### config.mk
export PLATFORM = sky130hd
export DESIGN_NAME = trng_sched
export DESIGN_NICKNAME = d
export VERILOG_FILES = /design/src/rtl/trng_pkg.sv /design/src/rtl/rr_arbiter.sv /design/src/rtl/trng_sched.sv
export SDC_FILE = /design/constraint.sdc
export NUM_CORES = 1
export LEC_CHECK = 0
export ABC_AREA = 1
export CELL_PAD_IN_SITES_DETAIL_PLACEMENT = 1
export CELL_PAD_IN_SITES_GLOBAL_PLACEMENT = 1
export CORE_MARGIN = 2
export CORE_UTILIZATION = 40
export CTS_BUF_LIST = sky130_fd_sc_hd__clkbuf_4
export DETAILED_ROUTE_END_ITERATION = 7
export PLACE_DENSITY_LB_ADDON = 0.2
export SLEW_MARGIN = 40
export SYNTH_ARGS = -nofsm -noshare
export SYNTH_HDL_FRONTEND = slang
export SYNTH_SLANG_ARGS = --single-unit
export TNS_END_PERCENT = 20
### constraint.sdc
create_clock -name clk -period 4.84 [get_ports clk]
set_input_delay 0.484 -clock clk [delete_from_list [all_inputs] [get_ports clk]]
set_output_delay 0.484 -clock clk [all_outputs]
set_load 0.01 [all_outputs]
### src/rtl/trng_pkg.sv
// Shared types and defaults for the trng sequencer front-end.
package trng_pkg;

  typedef enum logic [2:0] {
    ST_IDLE   = 3'd0,
    ST_RESEED = 3'd1,
    ST_WARMUP = 3'd2,
    ST_RUN    = 3'd3,
    ST_FAULT  = 3'd4
  } trng_st_e;

  localparam int WORD_W_DEF = 32;

endpackage

### src/rtl/rr_arbiter.sv
// Round-robin arbiter: grants the first request at or after the pointer,
// then moves the pointer just past the winner.
module rr_arbiter #(
  parameter int N = 4
) (
  input  logic         clk,
  input  logic         rst,
  input  logic [N-1:0] req,
  input  logic         en,
  output logic [N-1:0] gnt
);

  localparam int PW = $clog2(N);

  logic [PW-1:0] ptr_reg;
  logic [PW-1:0] ptr_next;
  logic [PW-1:0] cand;
  logic [N-1:0]  pick;
  logic          found;

  always_comb begin
    pick     = '0;
    found    = 1'b0;
    cand     = '0;
    ptr_next = ptr_reg;
    for (int k = 0; k < N; k++) begin
      cand = PW'((int'(ptr_reg) + k) % N);
      if (!found && req[cand]) begin
        found       = 1'b1;
        pick[cand]  = 1'b1;
        ptr_next    = PW'((int'(cand) + 1) % N);
      end
    end
  end

  assign gnt = en ? pick : '0;

  always_ff @(posedge clk or negedge rst) begin
    if (!rst) begin
      ptr_reg <= '0;
    end else if (en && found) begin
      ptr_reg <= ptr_next;
    end
  end

endmodule

### src/rtl/trng_sched.sv
// Sequencer and sharing front-end for the trng core: reseed, warm-up,
// health test, bit packing, word FIFO and round-robin hand-out.
module trng_sched
  import trng_pkg::*;
#(
  parameter int N_REQ     = 4,
  parameter int WORD_W    = WORD_W_DEF,
  parameter int FIFO_D    = 4,
  parameter int RST_CYC   = 8,
  parameter int WARMUP    = 256,
  parameter int REP_LIMIT = 32
) (
  input  logic                        clk,
  input  logic                        rst,
  input  logic                        seed_load,
  input  logic                        seed_d1,
  input  logic                        seed_d2,
  input  logic [4:0]                  seed_d3,
  output logic                        trng_rst,
  output logic                        trng_d1,
  output logic                        trng_d2,
  output logic [4:0]                  trng_d3,
  input  logic                        trng_valid,
  input  logic                        trng_bit,
  input  logic [N_REQ-1:0]            req,
  output logic [N_REQ-1:0]            gnt,
  output logic [WORD_W-1:0]           rnd_data,
  output logic                        rnd_valid,
  output logic [$clog2(FIFO_D):0]     fifo_level,
  output logic                        fault,
  output logic [2:0]                  st
);

  localparam int AW  = $clog2(FIFO_D);
  localparam int LW  = AW + 1;
  localparam int RCW = $clog2(RST_CYC + 1);
  localparam int WCW = $clog2(WARMUP + 1);
  localparam int RLW = $clog2(REP_LIMIT + 1);
  localparam int BCW = $clog2(WORD_W + 1);

  trng_st_e          state_reg, state_next;
  logic [RCW-1:0]    rcnt_reg;
  logic [WCW-1:0]    wcnt_reg;
  logic [RLW-1:0]    run_cnt_reg, run_next;
  logic              last_bit_reg;
  logic [WORD_W-2:0] pack_reg;
  logic [BCW-1:0]    bit_cnt_reg;

  logic [WORD_W-1:0] mem [FIFO_D];
  logic [AW-1:0]     wr_ptr_reg, rd_ptr_reg;
  logic [LW-1:0]     level_reg;

  logic health_on, fault_hit, flush, word_done, push, pop, full, empty, arb_en;
  logic [WORD_W-1:0] word_in;

  assign health_on = (state_reg == ST_WARMUP) || (state_reg == ST_RUN);
  assign full      = (level_reg == LW'(FIFO_D));
  assign empty     = (level_reg == '0);
  assign word_in   = {pack_reg, trng_bit};

  always_comb begin
    state_next = state_reg;
    run_next   = run_cnt_reg;
    fault_hit  = 1'b0;
    if (health_on && trng_valid) begin
      if (run_cnt_reg != '0 && trng_bit == last_bit_reg) run_next = run_cnt_reg + 1'b1;
      else run_next = RLW'(1);
      fault_hit = (run_next == RLW'(REP_LIMIT));
    end
    case (state_reg)
      ST_RESEED: if (rcnt_reg == RCW'(RST_CYC - 1)) state_next = ST_WARMUP;
      ST_WARMUP: begin
        if (fault_hit) state_next = ST_FAULT;
        else if (trng_valid && wcnt_reg == WCW'(WARMUP - 1)) state_next = ST_RUN;
      end
      ST_RUN:    if (fault_hit) state_next = ST_FAULT;
      default:   state_next = state_reg;
    endcase
    // Reseeding overrides every other transition, including a fault.
    if (seed_load) state_next = ST_RESEED;
  end

  assign flush     = seed_load || fault_hit;
  assign word_done = (state_reg == ST_RUN) && trng_valid &&
                     (bit_cnt_reg == BCW'(WORD_W - 1)) && !flush;
  assign pop       = |gnt;
  assign push      = word_done && (!full || pop);
  assign arb_en    = health_on && !empty && !seed_load;

  rr_arbiter #(.N(N_REQ)) u_arb (
    .clk (clk),
    .rst (rst),
    .req (req),
    .en  (arb_en),
    .gnt (gnt)
  );

  always_ff @(posedge clk or negedge rst) begin
    if (!rst) begin
      state_reg    <= ST_IDLE;
      rcnt_reg     <= '0;
      wcnt_reg     <= '0;
      run_cnt_reg  <= '0;
      last_bit_reg <= 1'b0;
      pack_reg     <= '0;
      bit_cnt_reg  <= '0;
      trng_d1      <= 1'b0;
      trng_d2      <= 1'b0;
      trng_d3      <= '0;
    end else begin
      state_reg <= state_next;
      if (seed_load) begin
        trng_d1 <= seed_d1;
        trng_d2 <= seed_d2;
        trng_d3 <= seed_d3;
      end
      rcnt_reg <= (state_reg == ST_RESEED && state_next == ST_RESEED && !seed_load)
                  ? rcnt_reg + 1'b1 : '0;
      if (seed_load) wcnt_reg <= '0;
      else if (state_reg == ST_WARMUP && trng_valid) wcnt_reg <= wcnt_reg + 1'b1;
      if (flush) begin
        run_cnt_reg  <= '0;
        last_bit_reg <= 1'b0;
        pack_reg     <= '0;
        bit_cnt_reg  <= '0;
      end else begin
        if (health_on && trng_valid) begin
          run_cnt_reg  <= run_next;
          last_bit_reg <= trng_bit;
        end
        // A completed word restarts the packer whether or not it was stored.
        if (state_reg == ST_RUN && trng_valid) begin
          pack_reg    <= word_in[WORD_W-2:0];
          bit_cnt_reg <= (bit_cnt_reg == BCW'(WORD_W - 1)) ? '0 : bit_cnt_reg + 1'b1;
        end
      end
    end
  end

  always_ff @(posedge clk or negedge rst) begin
    if (!rst) begin
      wr_ptr_reg <= '0;
      rd_ptr_reg <= '0;
      level_reg  <= '0;
    end else if (flush) begin
      wr_ptr_reg <= '0;
      rd_ptr_reg <= '0;
      level_reg  <= '0;
    end else begin
      if (push) wr_ptr_reg <= wr_ptr_reg + 1'b1;
      if (pop)  rd_ptr_reg <= rd_ptr_reg + 1'b1;
      level_reg <= level_reg + LW'(push) - LW'(pop);
    end
  end

  always_ff @(posedge clk) begin
    if (push) mem[wr_ptr_reg] <= word_in;
  end

  assign rnd_valid  = pop;
  assign rnd_data   = rnd_valid ? mem[rd_ptr_reg] : '0;
  assign fifo_level = level_reg;
  assign trng_rst   = (state_reg == ST_IDLE) || (state_reg == ST_RESEED) ||
                      (state_reg == ST_FAULT);
  assign fault      = (state_reg == ST_FAULT);
  assign st         = state_reg;

endmodule

==> impl_results.md, run 1 <==
* Status: finished, final reports clean
* H-tree depth at 2
* Share of the synthesized area in the top cell type at between 40% and 50%
* Met3 WL post-DR at approximately 830 um
* Min-delay src: seed_d3[4]
* Synth Flop Type: edfxtp_1
* Max-Cap Viols at 0
* Cts bufs inserted at between 50 and 60
* Per-cell routed wire length at approximately 17 um
* RSZ-0062 raised after global routing: false
* Final GP Congestion at around 0.8
* Max FFs per register at 128
* Worst Setup SP: u_arb.ptr_reg[0]
* FP Rows at 54
* Top-count cell post-synth: nand2_1
* F_max at 224 MHz
* Dpl hpwl at roughly 13000 um
* Finished Layout Cells at roughly 1200
* Core area at around 22000 um^2
* Initial antenna violation count at 1
* Setup TNS at 0 ns
* Final Hold Violating Endpoints at 0
* Largest net degree at the start of global routing at 77
* Power Density at between 300 and 400 nW/um^2
* Layout Nets at between 900 and 1000
* Ports at between 60 and 70
* Startpoint Class: flop
* Drt initial violations at around 270
* Syn Nets at roughly 860
* Met2 WL post-DR at ~11000 um
* FF-to-FF Start: u_arb.ptr_reg[0]
* Synth Cell Area at roughly 9000 um^2
* WS Path Type: flop to primary output
* Die area at between 20000 and 25000 um^2
* Worst Hold Path EP: trng_d3[4]
* Slew @ Worst Pin at between 0.7 and 0.8 ns
* Top sig layer: met4
* Die Span X at about 150 um
* Via count at about 6400
* Distinct cells, synth at between 40 and 50
* Die H at about 150 um
* Pleak at ~4.3 nW
* WP data required at 4.36 ns
* Placed cells at 1144
* Detailed Routing Iterations Pass 1 at 4
* Synth area leader: edfxtp_1
* Post-synthesis async set-or-reset flop share at a little under two fifths
* Mean Syn Cell Area at roughly 11 um^2
* Clock tree from TritonCTS: built
* Synth top cells by count: nand2_1 (182), edfxtp_1 (128), inv_1 (84)
* Worst-path clk slew at roughly 0.07 ns
* Post-Syn Instances at 821
* Worst hold path type: input pin to flop
* Synth Warn # at 0
* Number of flops mapped to enable cells by yosys at about 130
* Area contributors post-synth: edfxtp_1 (43%), dfrtp_1 (21%), nand2_1 (7.6%)
* Wire length of the first global-routing pass at ~36000 um
* CTS resizes at 0
* Wl on met1 at between 9000 and 10000 um
* Global Route Usage Sum at between 10% and 20%
* Starting Density at 41.0%
* Later-pin clock latency in the skew report at between 0.6 and 0.7 ns
* Clk_skew at just under 0.04 ns
* Routed wire length at 21700 um
* Seq cells post-synth at about 200
* Clock Tree Buf Depth at 3
* Max FO, Critical Path at 23
* Critical path arrival at 3.99 ns
* RR Endpoint: mem[2][4]
* VDD IR-drop max at roughly 0.2 mV
* Area grow syn2layout at 18.8%
* Final period util at 92.4%
* DR DRC count at 0
* Fin. max-slew vios at 0
* Final min period at 4.47 ns
* DR vias/cell at roughly 5.2
* Element type at the critical path end: primary output
* Final ANT Viol Nets at 0
* Hold Slack at roughly 0.37 ns
* TritonCTS Sinks at ~200
* FF-to-FF path depth at 17
* Congestion Overflow GR at 0
* Layout cells sized above 1 at 15.8%
* Sequential area share after synthesis at approximately 64%
* Hold depth at 3
* Worst rel slew slack at roughly half
* Final Setup Violations at 0
* I/O Buffers at 67
* Setup slack, reg-to-reg at around 0.76 ns
* CTS root buf: clkbuf_4
* Vias in the first global route at between 7000 and 8000
power breakdown:
| group | total (mW) | switching [mW] | internal [mW] |
|---|---|---|---|
| combinational | 0.257 | 0.166 | 0.0909 |
| clock | 1.50 | 0.714 | 0.783 |
| sequential | 1.89 | 0.0319 | 1.86 |
| total | 3.65 | 0.912 | 2.74 |
timing repair:
action                    in CTS  in global routing
hold buffers                   1                  0
setup buffers                  0                  0
hold endpoints to repair      76                  0
cell type report:
cell class / instances / area [um^2]
inverters: 89 / 337
clock inverters: 25 / 129
fillers: 2399 / 11300
clock buffers: 76 / 571
diodes: 1 / 2.50
flip-flops and latches: 204 / 5750
multi-input cells: 493 / 2770
well taps: 280 / 350
repair buffers: 79 / 792
layer usage:
metal | global-route usage [%] | vias to the layer above
li1 | - | 3065
met5 | 0 | -
met1 | 23.3 | 3226
met3 | 3.80 | 35
met4 | 6.14 | 0
met2 | 33.4 | 110
worst max-delay path by stage:
stage,end,slack (ns),cells after the start
CTS,rnd_data[29],0.31,15
global route,rnd_data[30],0.09,15
finish,rnd_data[30],0.37,15
floorplan,mem[0][0],1.01,16
detailed placement,mem[2][8],0.69,17
global placement,mem[3][3],0.86,16
through the flow:
stage | total power [mW] | worst slack (ns) | cell area [um^2] | utilization (%)
3_5_place_dp | 2.19 | 0.686 | 9980 | 45.5
5_1_grt | 3.83 | 0.0930 | 10700 | 48.7
2_1_floorplan | 2.08 | 1.01 | 9010 | -
3_3_place_gp | 2.17 | 0.857 | 9950 | 45.3
4_1_cts | 3.71 | 0.306 | 10700 | 48.7
6_report | 3.65 | 0.369 | 10700 | 48.7
layout by cell type, fill, tap and decap left out, drive strengths merged, types with 2 or more instances in the layout:
master,count
o22ai,31
nor2,51
xor2,5
a31oi,2
a21oi,76
a211oi,33
nand4,6
xnor2,4
nand3,37
inv,88
ha,18
edfxtp,128
nor3,6
clkbuf,77
clkinv,24
o31ai,2
clkdlybuf4s50,66
dfrtp,76
o21ai,23
buf,11
nand2,190
kinds of logic after synthesis:
family | after synthesis | share of synthesized area, %
AO/OA/AOI/OAI | 172 | 12.9
XOR/XNOR | 9 | 0.875
adder cells (fa/ha/maj) | 19 | 2.72
buffers and inverters | 124 | 5.71
flip-flops | 204 | 63.8
AND/OR/NAND/NOR | 293 | 14.0
worst max-delay path, stage by stage (launching register included):
cell             delay (ns)
dfrtp_1                0.62
inv_4                  0.11
ha_1                   0.36
inv_1                  0.15
nand3_1                0.09
nand2_1                0.13
nand2_2                0.09
nor2_4                 0.16
nand3_1                0.13
nand2_1                0.10
nand2_1                0.09
nand2_2                0.16
nor2_8                 0.11
buf_12                 0.19
a211oi_2               0.24
clkdlybuf4s50_1        0.59
(Power assumes the default switching activity.)
==> inputs of run 2 (changes only) <==
- CELL_PAD_IN_SITES_GLOBAL_PLACEMENT: 1 -> 2
- PLACE_DENSITY: unset -> 0.81
- PLACE_DENSITY_LB_ADDON: 0.2 -> unset
==> run 2 against run 1 <==
Effect of this change: non-clock buffer count increased by 2; highest routed layer unchanged; clock power about the same; routed wire length decreased by 0.94%; combinational power decreased by 2%; global-route usage decreased by 0.53 points; critical endpoint is now rnd_data[0]; final area about the same.
==> impl_results.md, run 2 (same netlist as run 1, synthesis figures left out) <==
* Slew @ Worst Pin at 0.776 ns (+0.0240 ns)
* Power Density at 343 nW/um^2 (+0.67%)
* Status: finished, final reports clean
* Max FO, Critical Path at 11 (-52%)
* H-tree depth at 2 (unchanged)
* Final Hold Violating Endpoints at 0 (unchanged)
* Pleak at 4.30 nW (+0.40%)
* VDD IR-drop max at 0.159 mV (-21%)
* Ports at 68 (unchanged)
* Hold depth at 3 (unchanged)
* Die area at 23700 um^2 (unchanged)
* Vias in the first global route at 7042 (-1.3%)
* Routed wire length at 21500 um (-0.94%)
* I/O Buffers at 67 (unchanged)
* Congestion Overflow GR at 0 (unchanged)
* Clock tree from TritonCTS: built
* Later-pin clock latency in the skew report at 0.70 ns (+0.03 ns)
* Core Util, Final at 48.7% (about the same)
* Tot Pwr at 3.67 mW (+0.73%)
* Startpoint Class: flop
* Finished Layout Cells at 1246 (-0.080%)
* Detailed Routing Iterations Pass 1 at 4 (unchanged)
* Final GP Congestion at 0.817 (+1.2%)
* Clk_skew at 0.0701 ns (+0.0310 ns)
* Leading cell type in the layout, fill and taps excluded: nand2_1
* NetSw at 887 uW (-2.7%)
* Die H at 154 um (unchanged)
* Max-Cap Viols at 0 (unchanged)
* Final period util at 91.5% (-0.91 points)
* DR vias/cell at 5.12 (-0.74%)
* WS Path Type: flop to primary output
* Die Span X at 154 um (unchanged)
* Core area at 22000 um^2 (unchanged)
* FF-to-FF path depth at 16 (-1)
* DR DRC count at 0 (unchanged)
* TritonCTS Sinks at 204 (unchanged)
* Final min period at 4.43 ns (-0.0442 ns)
* Clock Power Share at 41.6% (+0.6 points)
* Sw frac at 24.1% (-0.86 points)
* CTS root buf: clkbuf_4
* Layout Nets at 958 (+0.21%)
* Worst rel slew slack at 48.3% (-1.6 points)
* Per-cell routed wire length at 17.3 um (-0.86%)
* Initial antenna violation count at 1 (unchanged)
* F_max at 226 MHz (+1.0%)
* Max FFs per register at 128 (unchanged)
* Global Route Usage Sum at 18.4% (-0.53 points)
* Setup slack, reg-to-reg at 1.23 ns (+0.47 ns)
* FP Rows at 54 (unchanged)
* Final Setup Violations at 0 (unchanged)
* Via count at 6383 (-0.82%)
* Dpl hpwl at 13300 um (-0.88%)
* Wire length of the first global-routing pass at 35100 um (-3.4%)
* Combinational Power Share at 6.9% (about the same)
* Most frequent cells in the layout: nand2_1 (182), edfxtp_1 (128), clkbuf_4 (90)
* RSZ-0062 raised after global routing: false
* Area grow syn2layout at 18.9% (about the same)
* Worst-path clk slew at 0.06 ns (about the same)
* Clock Tree Buf Depth at 3 (unchanged)
* Setup TNS at 0 ns (unchanged)
* Layout cells sized above 1 at 17.6% (+1.8 points)
* Critical path arrival at 3.94 ns (-0.05 ns)
* Placed cells at 1146 (+0.17%)
* Fin. max-slew vios at 0 (unchanged)
* Cell-internal power at 2.79 mW (+1.9%)
* Final ANT Viol Nets at 0 (unchanged)
* Largest net degree at the start of global routing at 77 (unchanged)
* Drt initial violations at 260 (-2.3%)
* Worst hold path type: input pin to flop
* Fillers at 2406 (+0.29%)
* Sequential share of power at 51.6% (-0.3 points)
* Pre-CTS setup slack at 0.981 ns (+0.295 ns)
* Starting Density at 41.0% (unchanged)
* WP data required at 4.36 ns (about the same)
* Final worst slack at 0.413 ns (+0.0442 ns)
* Element type at the critical path end: primary output
* Cts bufs inserted at 53 (-1.9%)
[run 2: cell count changes in the layout (fill, tap and decap cells not counted), moves of 2 or more]
cell | before | now
clkinv_1 | 20 | 4
clkbuf_4 | 76 | 90
buf_4 | 9 | 13
clkinv_2 | 4 | 1
dfrtp_2 | 1 | 4
buf_12 | 2 | 0
dfrtp_1 | 74 | 72
nor2_2 | 3 | 5
[run 2: power groups by stage]
stage                     combinational [mW]  sequential (mW)  clock (mW)
after floorplan                        0.163             1.92           0
after global placement                 0.248             1.93           0
after detailed placement               0.255             1.93           0
after CTS                              0.257             1.89        1.58
after global routing                   0.285             1.90        1.66
final                                  0.253             1.89        1.53
[run 2: timing repair]
action / 4_1_cts / 5_1_grt
setup endpoints to repair: 0 / 1
gates resized for setup: 0 / 2
hold buffers: 1 / 0
endpoints found under the hold margin: 76 / 0
buffers inserted: 0 / 0
[run 2: area by class of cell]
| class | count | area [um^2] | share of cell area, % |
|---|---|---|---|
| diodes | 1 | 2.50 | 0.0234 |
| repair buffers | 81 | 779 | 7.28 |
| well taps | 280 | 350 | 3.27 |
| flip-flops and latches | 204 | 5750 | 53.7 |
| clock buffers | 90 | 676 | 6.31 |
| clock inverters | 7 | 41.3 | 0.386 |
| inverters | 89 | 337 | 3.14 |
| multi-input cells | 494 | 2770 | 25.9 |
[run 2: final timing paths]
check	start	end
min in group asynchronous	rst	trng_d3[1]
worst min register to register	trng_d2	trng_d2
worst max register to register	u_arb.ptr_reg[1]	mem[2][19]
worst min-delay path	seed_d3[4]	trng_d3[4]
max in group asynchronous	rst	rd_ptr_reg[0]
worst max-delay path	u_arb.ptr_reg[1]	rnd_data[0]
[run 2: worst max-delay path, cell delays in order (launching register included)]
cell,delay (ns)
dfrtp_2,0.47
inv_1,0.19
ha_1,0.30
inv_1,0.16
nand3_1,0.09
nand2_1,0.15
nand2_2,0.09
nor2_4,0.15
nand3_1,0.12
nand2_1,0.09
nand2_1,0.08
nand2_2,0.23
nor2_8,0.11
buf_4,0.22
a211oi_1,0.23
clkdlybuf4s50_1,0.59
[run 2: metal layers]
metal	wire [um]	part of all wire [%]	up-vias	global-route usage [%]
met2	11000	51	124	32.8
met4	341	1.6	0	5.87
li1	-	-	3073	-
met3	822	3.8	28	3.61
met1	9310	43	3158	22.5
met5	0	0	-	0
[run 2: stage by stage]
step | cell area (um^2) | hold WS, ns
2_1_floorplan | 9010 | 0.188
3_3_place_gp | 9960 | 0.448
3_5_place_dp | 9960 | 0.464
4_1_cts | 10700 | 0.303
5_1_grt | 10700 | 0.337
6_report | 10700 | 0.372
